$ cat src/rtl/if_id_branch_stage.sv
// IF/ID pipeline register with ID-stage conditional branch resolution.
// Drives the fetch redirect, squashes the wrong-path instruction after a taken
// branch, re-fetches the IF instruction on a stall, and counts taken branches.
module if_id_branch_stage #(
   parameter int unsigned INSTR_W = 16,
   parameter int unsigned PC_W    = 10,
   parameter int unsigned CNT_W   = 16
) (
   input  logic               clk,
   input  logic               reset,
   input  logic [INSTR_W-1:0] iFetchedInst,
   input  logic [PC_W-1:0]    iNew_pc,
   input  logic               iStall,
   input  logic [2:0]         iFlagsA,
   input  logic [2:0]         iFlagsB,
   output logic [INSTR_W-1:0] oInstr,
   output logic [PC_W-1:0]    oPcNext,
   output logic               oBr_taken,
   output logic [PC_W-1:0]    oBr_dir,
   output logic               oSquash,
   output logic [CNT_W-1:0]   oBrCount
);

   localparam int unsigned OP_W    = 6;
   localparam int unsigned OFF_W   = 6;
   localparam int unsigned MAG_W   = 5;
   localparam int unsigned FLAG_N  = 2;
   localparam int unsigned FLAG_Z  = 1;
   localparam int unsigned FLAG_C  = 0;

   // Opcodes shared with the instruction set definitions
   localparam logic [OP_W-1:0] OP_NOP  = 6'h00;
   localparam logic [OP_W-1:0] OP_BAEQ = 6'h10;
   localparam logic [OP_W-1:0] OP_BANE = 6'h11;
   localparam logic [OP_W-1:0] OP_BACS = 6'h12;
   localparam logic [OP_W-1:0] OP_BACC = 6'h13;
   localparam logic [OP_W-1:0] OP_BAMI = 6'h14;
   localparam logic [OP_W-1:0] OP_BAPL = 6'h15;
   localparam logic [OP_W-1:0] OP_BBEQ = 6'h18;
   localparam logic [OP_W-1:0] OP_BBNE = 6'h19;
   localparam logic [OP_W-1:0] OP_BBCS = 6'h1A;
   localparam logic [OP_W-1:0] OP_BBCC = 6'h1B;
   localparam logic [OP_W-1:0] OP_BBMI = 6'h1C;
   localparam logic [OP_W-1:0] OP_BBPL = 6'h1D;

   localparam logic [INSTR_W-1:0] NOP_INSTR = {OP_NOP, (INSTR_W-OP_W)'(0)};
   localparam logic [CNT_W-1:0]   CNT_MAX   = '1;

   logic [OP_W-1:0]  opcode;
   logic [OFF_W-1:0] offset;
   logic [PC_W-1:0]  magnitude;
   logic [PC_W-1:0]  target;
   logic             is_branch;
   logic             cond_true;
   logic             take;

   assign opcode    = oInstr[INSTR_W-1 -: OP_W];
   assign offset    = oInstr[OFF_W-1:0];
   assign magnitude = PC_W'(offset[MAG_W-1:0]);
   assign target    = offset[OFF_W-1] ? (oPcNext - magnitude) : (oPcNext + magnitude);
   assign take      = is_branch & cond_true & ~iStall;

   // Decode the ID instruction into branch / condition-met
   always_comb begin
      is_branch = 1'b0;
      cond_true = 1'b0;
      case (opcode)
         OP_BAEQ: begin is_branch = 1'b1; cond_true =  iFlagsA[FLAG_Z]; end
         OP_BANE: begin is_branch = 1'b1; cond_true = ~iFlagsA[FLAG_Z]; end
         OP_BACS: begin is_branch = 1'b1; cond_true =  iFlagsA[FLAG_C]; end
         OP_BACC: begin is_branch = 1'b1; cond_true = ~iFlagsA[FLAG_C]; end
         OP_BAMI: begin is_branch = 1'b1; cond_true =  iFlagsA[FLAG_N]; end
         OP_BAPL: begin is_branch = 1'b1; cond_true = ~iFlagsA[FLAG_N]; end
         OP_BBEQ: begin is_branch = 1'b1; cond_true =  iFlagsB[FLAG_Z]; end
         OP_BBNE: begin is_branch = 1'b1; cond_true = ~iFlagsB[FLAG_Z]; end
         OP_BBCS: begin is_branch = 1'b1; cond_true =  iFlagsB[FLAG_C]; end
         OP_BBCC: begin is_branch = 1'b1; cond_true = ~iFlagsB[FLAG_C]; end
         OP_BBMI: begin is_branch = 1'b1; cond_true =  iFlagsB[FLAG_N]; end
         OP_BBPL: begin is_branch = 1'b1; cond_true = ~iFlagsB[FLAG_N]; end
         default: begin is_branch = 1'b0; cond_true = 1'b0; end
      endcase
   end

   // Fetch redirect: stall re-fetches the IF instruction (PC has no enable)
   always_comb begin
      oBr_taken = 1'b0;
      oBr_dir   = '0;
      if (!reset) begin
         oBr_taken = 1'b0;
         oBr_dir   = '0;
      end else if (iStall) begin
         oBr_taken = 1'b1;
         oBr_dir   = iNew_pc - PC_W'(1);
      end else if (take) begin
         oBr_taken = 1'b1;
         oBr_dir   = target;
      end
   end

   // IF/ID register: hold on stall, inject one bubble after a taken branch
   always_ff @(posedge clk or negedge reset) begin
      if (!reset) begin
         oInstr  <= NOP_INSTR;
         oPcNext <= '0;
         oSquash <= 1'b0;
      end else if (iStall) begin
         oInstr  <= oInstr;
         oPcNext <= oPcNext;
         oSquash <= oSquash;
      end else if (take) begin
         oInstr  <= NOP_INSTR;
         oPcNext <= iNew_pc;
         oSquash <= 1'b1;
      end else begin
         oInstr  <= iFetchedInst;
         oPcNext <= iNew_pc;
         oSquash <= 1'b0;
      end
   end

   // Saturating taken-branch counter
   always_ff @(posedge clk or negedge reset) begin
      if (!reset) begin
         oBrCount <= '0;
      end else if (take && (oBrCount != CNT_MAX)) begin
         oBrCount <= oBrCount + CNT_W'(1);
      end
   end

endmodule
$ cat config.mk
export PLATFORM = sky130hd
export DESIGN_NAME = if_id_branch_stage
export DESIGN_NICKNAME = d
export VERILOG_FILES = /design/src/rtl/if_id_branch_stage.sv
export SDC_FILE = /design/constraint.sdc
export NUM_CORES = 1
export LEC_CHECK = 0
export ABC_AREA = 1
export BUFFER_PORTS_ARGS = -buffer_cell sky130_fd_sc_hd__buf_4
export CAP_MARGIN = 0
export CORE_MARGIN = 2
export CORE_UTILIZATION = 57
export DETAILED_ROUTE_END_ITERATION = 10
export HOLD_SLACK_MARGIN = 0.15
export PLACE_DENSITY_LB_ADDON = 0.12
export SETUP_SLACK_MARGIN = 0.5
export SLEW_MARGIN = 20
export SYNTH_ARGS = -nofsm -noshare
export SYNTH_HDL_FRONTEND = slang
export SYNTH_SLANG_ARGS = --single-unit
export TNS_END_PERCENT = 10
$ cat constraint.sdc
create_clock -name clk -period 4.06 [get_ports clk]
set_input_delay 0 -clock clk [delete_from_list [all_inputs] [get_ports clk]]
set_output_delay 0 -clock clk [all_outputs]
set_load 0.01 [all_outputs]
==> key figures, run 1 <==
Outcome
  – Status: completed

Synthesis
  – Yosys warns: 0
  – Synth Area in XOR/XNOR: 5.50%
  – Synth Area per Inst: about 7 µm²
  – Top cells by count, synth: nand2_1, nand3_1, inv_1
  – Top cell type's share of synthesized area: between 30% and 40%
  – Post-synthesis async set-or-reset flop share: 100%
  – Mux cell area share after synthesis: 0%
  – EDFF count, synth: 0
  – Top post-synthesis cells by area: dfrtp_1, nand2_1, nand3_1, inv_1, ha_1
  – Post-Synthesis Net Count: 503
  – Compound-gate portion of the synthesized area: 9.66%
  – Largest family of logic cells by synthesized area: simple AND/OR/NAND/NOR gates
  – Synth Flop Type: dfrtp_1
  – Yosys reg bits: 43
  – Post-Synth Adder-Cell Area: 6.13%
  – Yosys top cell by area: dfrtp_1
  – Synth Instances: 453
  – Most frequent cell after synthesis: nand2_1
  – Yosys cell types: 32
  – Mapped Area: 3190 µm²
  – Simple-gate portion of the synthesized area: 34.2%
  – Seq/Total Area, Yosys: around 34%

Worst setup path
  – Crit path kind: reg -> out
  – Worst path max stage delay: 0.40 ns
  – CP max FO: 4
  – CP arrival: between 2 and 3 ns
  – Critical path capture point type: output port
  – CP max-delay cell: dfrtp_1
  – Worst path most repeated cell: inv_1
  – Startpoint types: register
  – Crit-path cells: inv_1, ha_1, inv_1, nor2_1, inv_1, nor2_1, ha_1, o21ai_0, ha_1, nand2_1, inv_1, o21ai_0, nand3_1, nand2_1, nand2_1, inv_1, nand3_1, a21oi_1, buf_4
  – Critical Path RT: between 4 and 5 ns

Flow run
  – Max Cap Viol: 0

Clocking
  – Postcts setup bufs: 0
  – H-tree depth: 2
  – PostCTS Resize Cnt: 0
  – Post-CTS Hold Fix Bufs: 44
  – Clk sinks: 43
  – CTS tree: built
  – Cts bufs inserted: 5
  – Worst skew pair latency: 0.30 ns
  – CTS clock-pin slew for the worst setup and hold paths: around 0.080 ns
  – CTS root buffer: clkbuf_8
  – Clk buf depth: 2

Die
  – IO Count: between 80 and 90
  – Die ar.: 6200 µm²
  – Chip Width: about 79 µm
  – Initial Utilization: 58.6%
  – Die Height: 78.8 µm
  – Core area: about 5400 µm²
  – Row count: 27

Global route
  – Overflow after GRT: 0
  – Vias in the first global route: about 3.3k
  – Total GRT Usage: between 30 and 40%
  – Global-route wire length before repair: between 15,000 and 20,000 µm
  – Antenna violations before repair: 0
  – Largest net degree at the start of global routing: between 40 and 50

Place
  – Setup WS pre-CTS: ~1.4 ns
  – HPWL after DPL: 6180 µm
  – Global placement routability congestion: 0.946
  – IO buf count: 88

Pwr
  – Worst IR Drop VDD: 0.000217 V
  – Power per cell area: 323 nW/µm²
  – Pleak: 2.27 nW

Hold path
  – Hold WC Path Type: in -> async

Timing
  – Final TNS setup: 0 ns
  – RSZ-0062 raised after global routing: false
  – Fin crit period: approximately 3.0 ns
  – Slew @ Worst Pin: 0.662 ns
  – Max transition margin: 55.8%
  – Setup ws final: 1.07 ns
  – Max Slew Vio Count: 0
  – Endpoints failing hold: 0
  – Final setup violation count: 0
  – Max Clock Skew: 0.00308 ns
  – Achievable Freq: 334 MHz
  – Final period util: 73.7%

Detailed routing
  – Total number of vias: 3,468
  – Pre-Repair DR Iteration Count: 4
  – WL per Instance: 14.3 µm
  – Antenna Nets Post-Route: 0
  – Vias per std cell: 5.35
  – Final wirelength: between 9000 and 10,000 µm
  – Drc violations: 0
  – 1st-iter DRT viols: 163

Cells and area
  – Fill count: 391
  – Synth-to-Final Area Change: 36.7%
  – Nets: 625
  – N_diodes: 0
  – Area of the multi-input gates: between 1500 and 2000 µm²
  – Register area: ~1100 µm²
  – Proportion of layout cells with a drive suffix above 1: between 20% and 30%
==> critical path, delay by kind of cell, from the launching register on <==
family / cells / cell delay (ns)
fa+ha+maj: 3 / 0.70
simple gates: 7 / 0.60
buf+inv: 6 / 0.51
compound gates: 3 / 0.48
flops: 1 / 0.40
==> area by class of cell <==
type	instances	area share, %
clock inverter	2	0.287
sequential	43	24.7
clock buffer	6	1.67
timing repair buffer	132	25.3
inverter	63	5.43
tap	72	2.07
multi-input combinational	330	40.6
==> final timing paths <==
| path | startpoint | endpoint | slack (ns) | cells after the start |
|---|---|---|---|---|
| max reg2reg | oInstr[13] | oBrCount[2] | 1.78 | 10 |
| min | reset | oInstr[12] | 0.23 | 2 |
| min reg2reg | oSquash | oSquash | 0.52 | 2 |
| max | oInstr[0] | oBr_dir[6] | 1.07 | 19 |
| min in group clk | iFlagsB[1] | oSquash | 0.49 | 8 |
| max in group asynchronous | reset | oBrCount[8] | 3.43 | 2 |
==> registers in the layout, indices dropped and copies added, names as in the netlist <==
| signal | cells |
|---|---|
| oInstr | 16 |
| oSquash | 1 |
| oBrCount | 16 |
| oPcNext | 10 |
==> logic make-up after synthesis <==
kind of cell               Yosys count
AOI/OAI and AO/OA                   57
xor gates and xnor gates            20
adders and majority gates           15
buffers and inverters               80
DFF                                 43
and+or+nand+nor                    238
==> per-layer routing <==
metal	up-vias	part of all wire, %	wire [µm]	track usage, %
met4	0	2.2	205	10.2
met1	1633	43	3950	37.6
met2	122	49	4580	54.4
li1	1698	-	-	-
met5	-	0	0	0
met3	15	5.9	550	5.34
==> power breakdown <==
group          internal [W]  switching [W]
logic              0.000270       0.000328
clock network      0.000120       0.000152
registers          0.000473      0.0000639
total              0.000864       0.000544
==> through the flow <==
step	power, W	hold WS (ns)	util, %	cells	cell area [µm²]
floorplan	0.000889	-0.296	-	453	3190
global route	0.00150	0.282	80.1	648	4360
finish	0.00141	0.234	80.1	648	4360
global placement	0.00106	0.0226	70.4	596	3830
detailed placement	0.00107	0.0257	70.4	596	3830
CTS	0.00139	0.246	80.1	648	4360
==> placed cells by master, fill, tap and decap left out, drive strengths merged, types with 2 or more instances in the layout <==
master       synthesis  routed
or2                  2       2
o21ai               32      32
dlygate4sd3          0      44
ha                  14      14
nand2              126     126
nor3                 4       4
buf                 10      88
dfrtp               43      43
inv                 63      63
xnor2                9       9
nand4                7       7
nand3               68      68
clkbuf               7       6
nor2                29      29
xor2                11      11
a21oi               22      22
Note: power is estimated with default switching activity, not from simulation.
==> run 2, diff against run 1 <==
- CORE_UTILIZATION: 57 -> 48
- clock period: 4.06 -> 2.5 ns (I/O delays scaled with it)
==> run 2 against run 1 <==
  * The flow now finishes with violations (setup timing)
  * Combinational power increased by 76%
  * Hold slack got worse by 0.039 ns
  * Via count decreased by 0.63%
==> key figures, run 2 (same netlist as run 1, synthesis figures left out) <==
Outcome
  – Status: finished, violations left
  – Violated checks: setup timing

Clocking
  – Clk sinks: 43 (unchanged)
  – Worst skew pair latency: 0.30 ns (about the same)
  – CTS clock-pin slew for the worst setup and hold paths: 0.08 ns (about the same)
  – CTS root buffer: clkbuf_8
  – H-tree depth: 2 (unchanged)
  – Clk buf depth: 2 (unchanged)
  – CTS tree: built
  – Cts bufs inserted: 5 (unchanged)

Timing
  – Final TNS setup: -1.19 ns (-1.19 ns)
  – Slew @ Worst Pin: 0.605 ns (-0.0575 ns)
  – Max transition margin: 59.6% (+3.9 points)
  – Achievable Freq: 363 MHz
  – Endpoints failing hold: 0 (unchanged)
  – Max Slew Vio Count: 0 (unchanged)
  – Max Clock Skew: 0.00282 ns (-0.000260 ns)
  – RSZ-0062 raised after global routing: true
  – Final setup violation count: 7 (+7)
  – Final period util: 110%
  – Hold Slack: 0.194 ns (-0.0394 ns)
  – Fin crit period: about 2.8 ns
  – Setup ws final: -0.257 ns (-1.32 ns)

Global route
  – Largest net degree at the start of global routing: 44 (-2.2%)
  – Overflow after GRT: 0 (unchanged)
  – Total GRT Usage: 25.9% (-4.7 points)
  – Met2 Usage GRT: 47.6% (-6.8 points)
  – Met3 Usage GRT: 4.18% (-1.2 points)
  – Gr busiest metal: met2
  – Global-route wire length before repair: 15,400 µm (+2.1%)
  – Vias in the first global route: 3,508 (+6.3%)
  – Met1 usage: 30.8% (-6.8 points)
  – Antenna violations before repair: 0 (unchanged)

Place
  – IO buf count: 88 (unchanged)
  – Setup WS pre-CTS: 0.0270 ns (-1.40 ns)
  – HPWL after DPL: 6050 µm (-2.1%)
  – Global placement routability congestion: 0.913 (-3.5%)

Detailed routing
  – WL per Instance: 13.4 µm (-6.6%)
  – 1st-iter DRT viols: 139 (-15%)
  – Antenna Nets Post-Route: 0 (unchanged)
  – Final wirelength: 8910 µm (-4.0%)
  – Drc violations: 0 (unchanged)
  – Total number of vias: 3,446 (-0.63%)
  – Vias per std cell: 5.17 (-3.3%)
  – Pre-Repair DR Iteration Count: 4 (unchanged)

Die
  – Die ar.: 7300 µm² (+18%)
  – Row count: 29 (+7.4%)
  – Die Height: 85.5 µm (+8.5%)
  – Core area: 6390 µm² (+17%)
  – IO Count: 89 (unchanged)
  – Chip Width: 85.5 µm (+8.5%)
  – Initial Utilization: 49.9% (-8.7 points)

Cells and area
  – Nets: 640 (+2.4%)
  – N_diodes: 0 (unchanged)
  – Commonest non-fill, non-tap cell in the layout: nand2_1
  – Proportion of layout cells with a drive suffix above 1: 27.0% (+6.2 points)
  – Synth-to-Final Area Change: 43.4%
  – Largest regs: oBrCount: 16 flops, oInstr: 16 flops, oPcNext: 10 flops
  – Commonest non-fill, non-tap cells in the layout: nand2_1, buf_4, nand3_1

Worst setup path
  – Critical path capture point type: output port
  – Crit-path cells: inv_2, ha_4, inv_2, nor2_4, inv_2, nor2_2, ha_1, o21ai_1, ha_1, nand2_1, nor2_1, nand2_1, nand3_2, xor2_1, nand3_1, a21oi_2, buf_4
  – Startpoint types: register
  – CP arrival: 2.76 ns (-0.23 ns)
  – Worst path most repeated cell: inv_2
  – Worst path max stage delay: 0.38 ns (-0.02 ns)
  – Critical Path RT: 2.50 ns (-1.56 ns)
  – CP max FO: 4 (unchanged)
  – Crit path kind: reg -> out
  – CP max-delay cell: dfrtp_1

Hold path
  – Hold WC Path Type: in -> reg

Pwr
  – Power per cell area: 513 nW/µm² (+59%)
  – Worst IR Drop VDD: 0.000502 V (+130%)
  – Pleak: 2.32 nW (+2.2%)
  – Final Total Pwr: 0.00234 W (+67%)

Flow run
  – Max Cap Viol: 0 (unchanged)
-- run 2: metal layers --
layer  vias to the layer above  share of wire [%]
met1                      1607                 43
met2                        95                 50
met3                        15                4.9
li1                       1729                  -
met5                         -                  0
met4                         0                1.7
-- run 2: path summary, 6_finish.rpt --
kind / from / endpoint / slack (ns) / cells after the start
setup reg to reg: oInstr[13] / oBrCount[6] / 0.64 / 10
min in group asynchronous: reset / oBrCount[0] / 0.34 / 3
setup / recovery: oInstr[0] / oBr_dir[5] / -0.26 / 17
hold reg to reg: oBrCount[15] / oBrCount[15] / 0.52 / 2
hold / removal: iStall / oSquash / 0.19 / 2
max in group asynchronous: reset / oInstr[13] / 1.74 / 3
-- run 2: power breakdown --
part / total (W) / internal, W / leakage, nW / switching [W]
sequential: 0.000863 / 0.000769 / 0.552 / 0.0000944
clock: 0.000429 / 0.000186 / 0.0361 / 0.000243
combinational: 0.00105 / 0.000493 / 1.74 / 0.000559
total: 0.00234 / 0.00145 / 2.32 / 0.000897
-- run 2: cell type report --
| class | instances | area (µm²) |
|---|---|---|
| Clock buffer | 5 | 68.8 |
| Clock inverter | 1 | 7.51 |
| Fill cell | 501 | 1820 |
| Inverter | 63 | 236 |
| Multi-Input combinational cell | 330 | 1860 |
| Sequential cell | 43 | 1080 |
| Tap cell | 77 | 96.3 |
| Timing Repair Buffer | 147 | 1220 |
-- run 2: critical path, delay by kind of cell, from the launching register on --
kind / cells / cell delay [ns]
flops: 1 / 0.38
compound gates: 2 / 0.21
xor+xnor: 1 / 0.15
simple gates: 7 / 0.59
buf+inv: 4 / 0.35
fa+ha+maj: 3 / 0.80
-- run 2: metrics by stage --
step	std cells	utilization (%)	area (µm²)
global route	666	71.5	4570
global placement	606	61.5	3930
floorplan	453	-	3240
finish	666	71.5	4570
detailed placement	606	61.5	3930
CTS	664	70.9	4530
-- run 2: repair_timing --
action | CTS | global route
hold buffers | 45 | 0
hold endpoints to repair | 70 | 0
setup endpoints to repair | 10 | 26
gates resized for setup | 8 | 10
buffers inserted | 7 | 2
pin swaps | 10 | 11
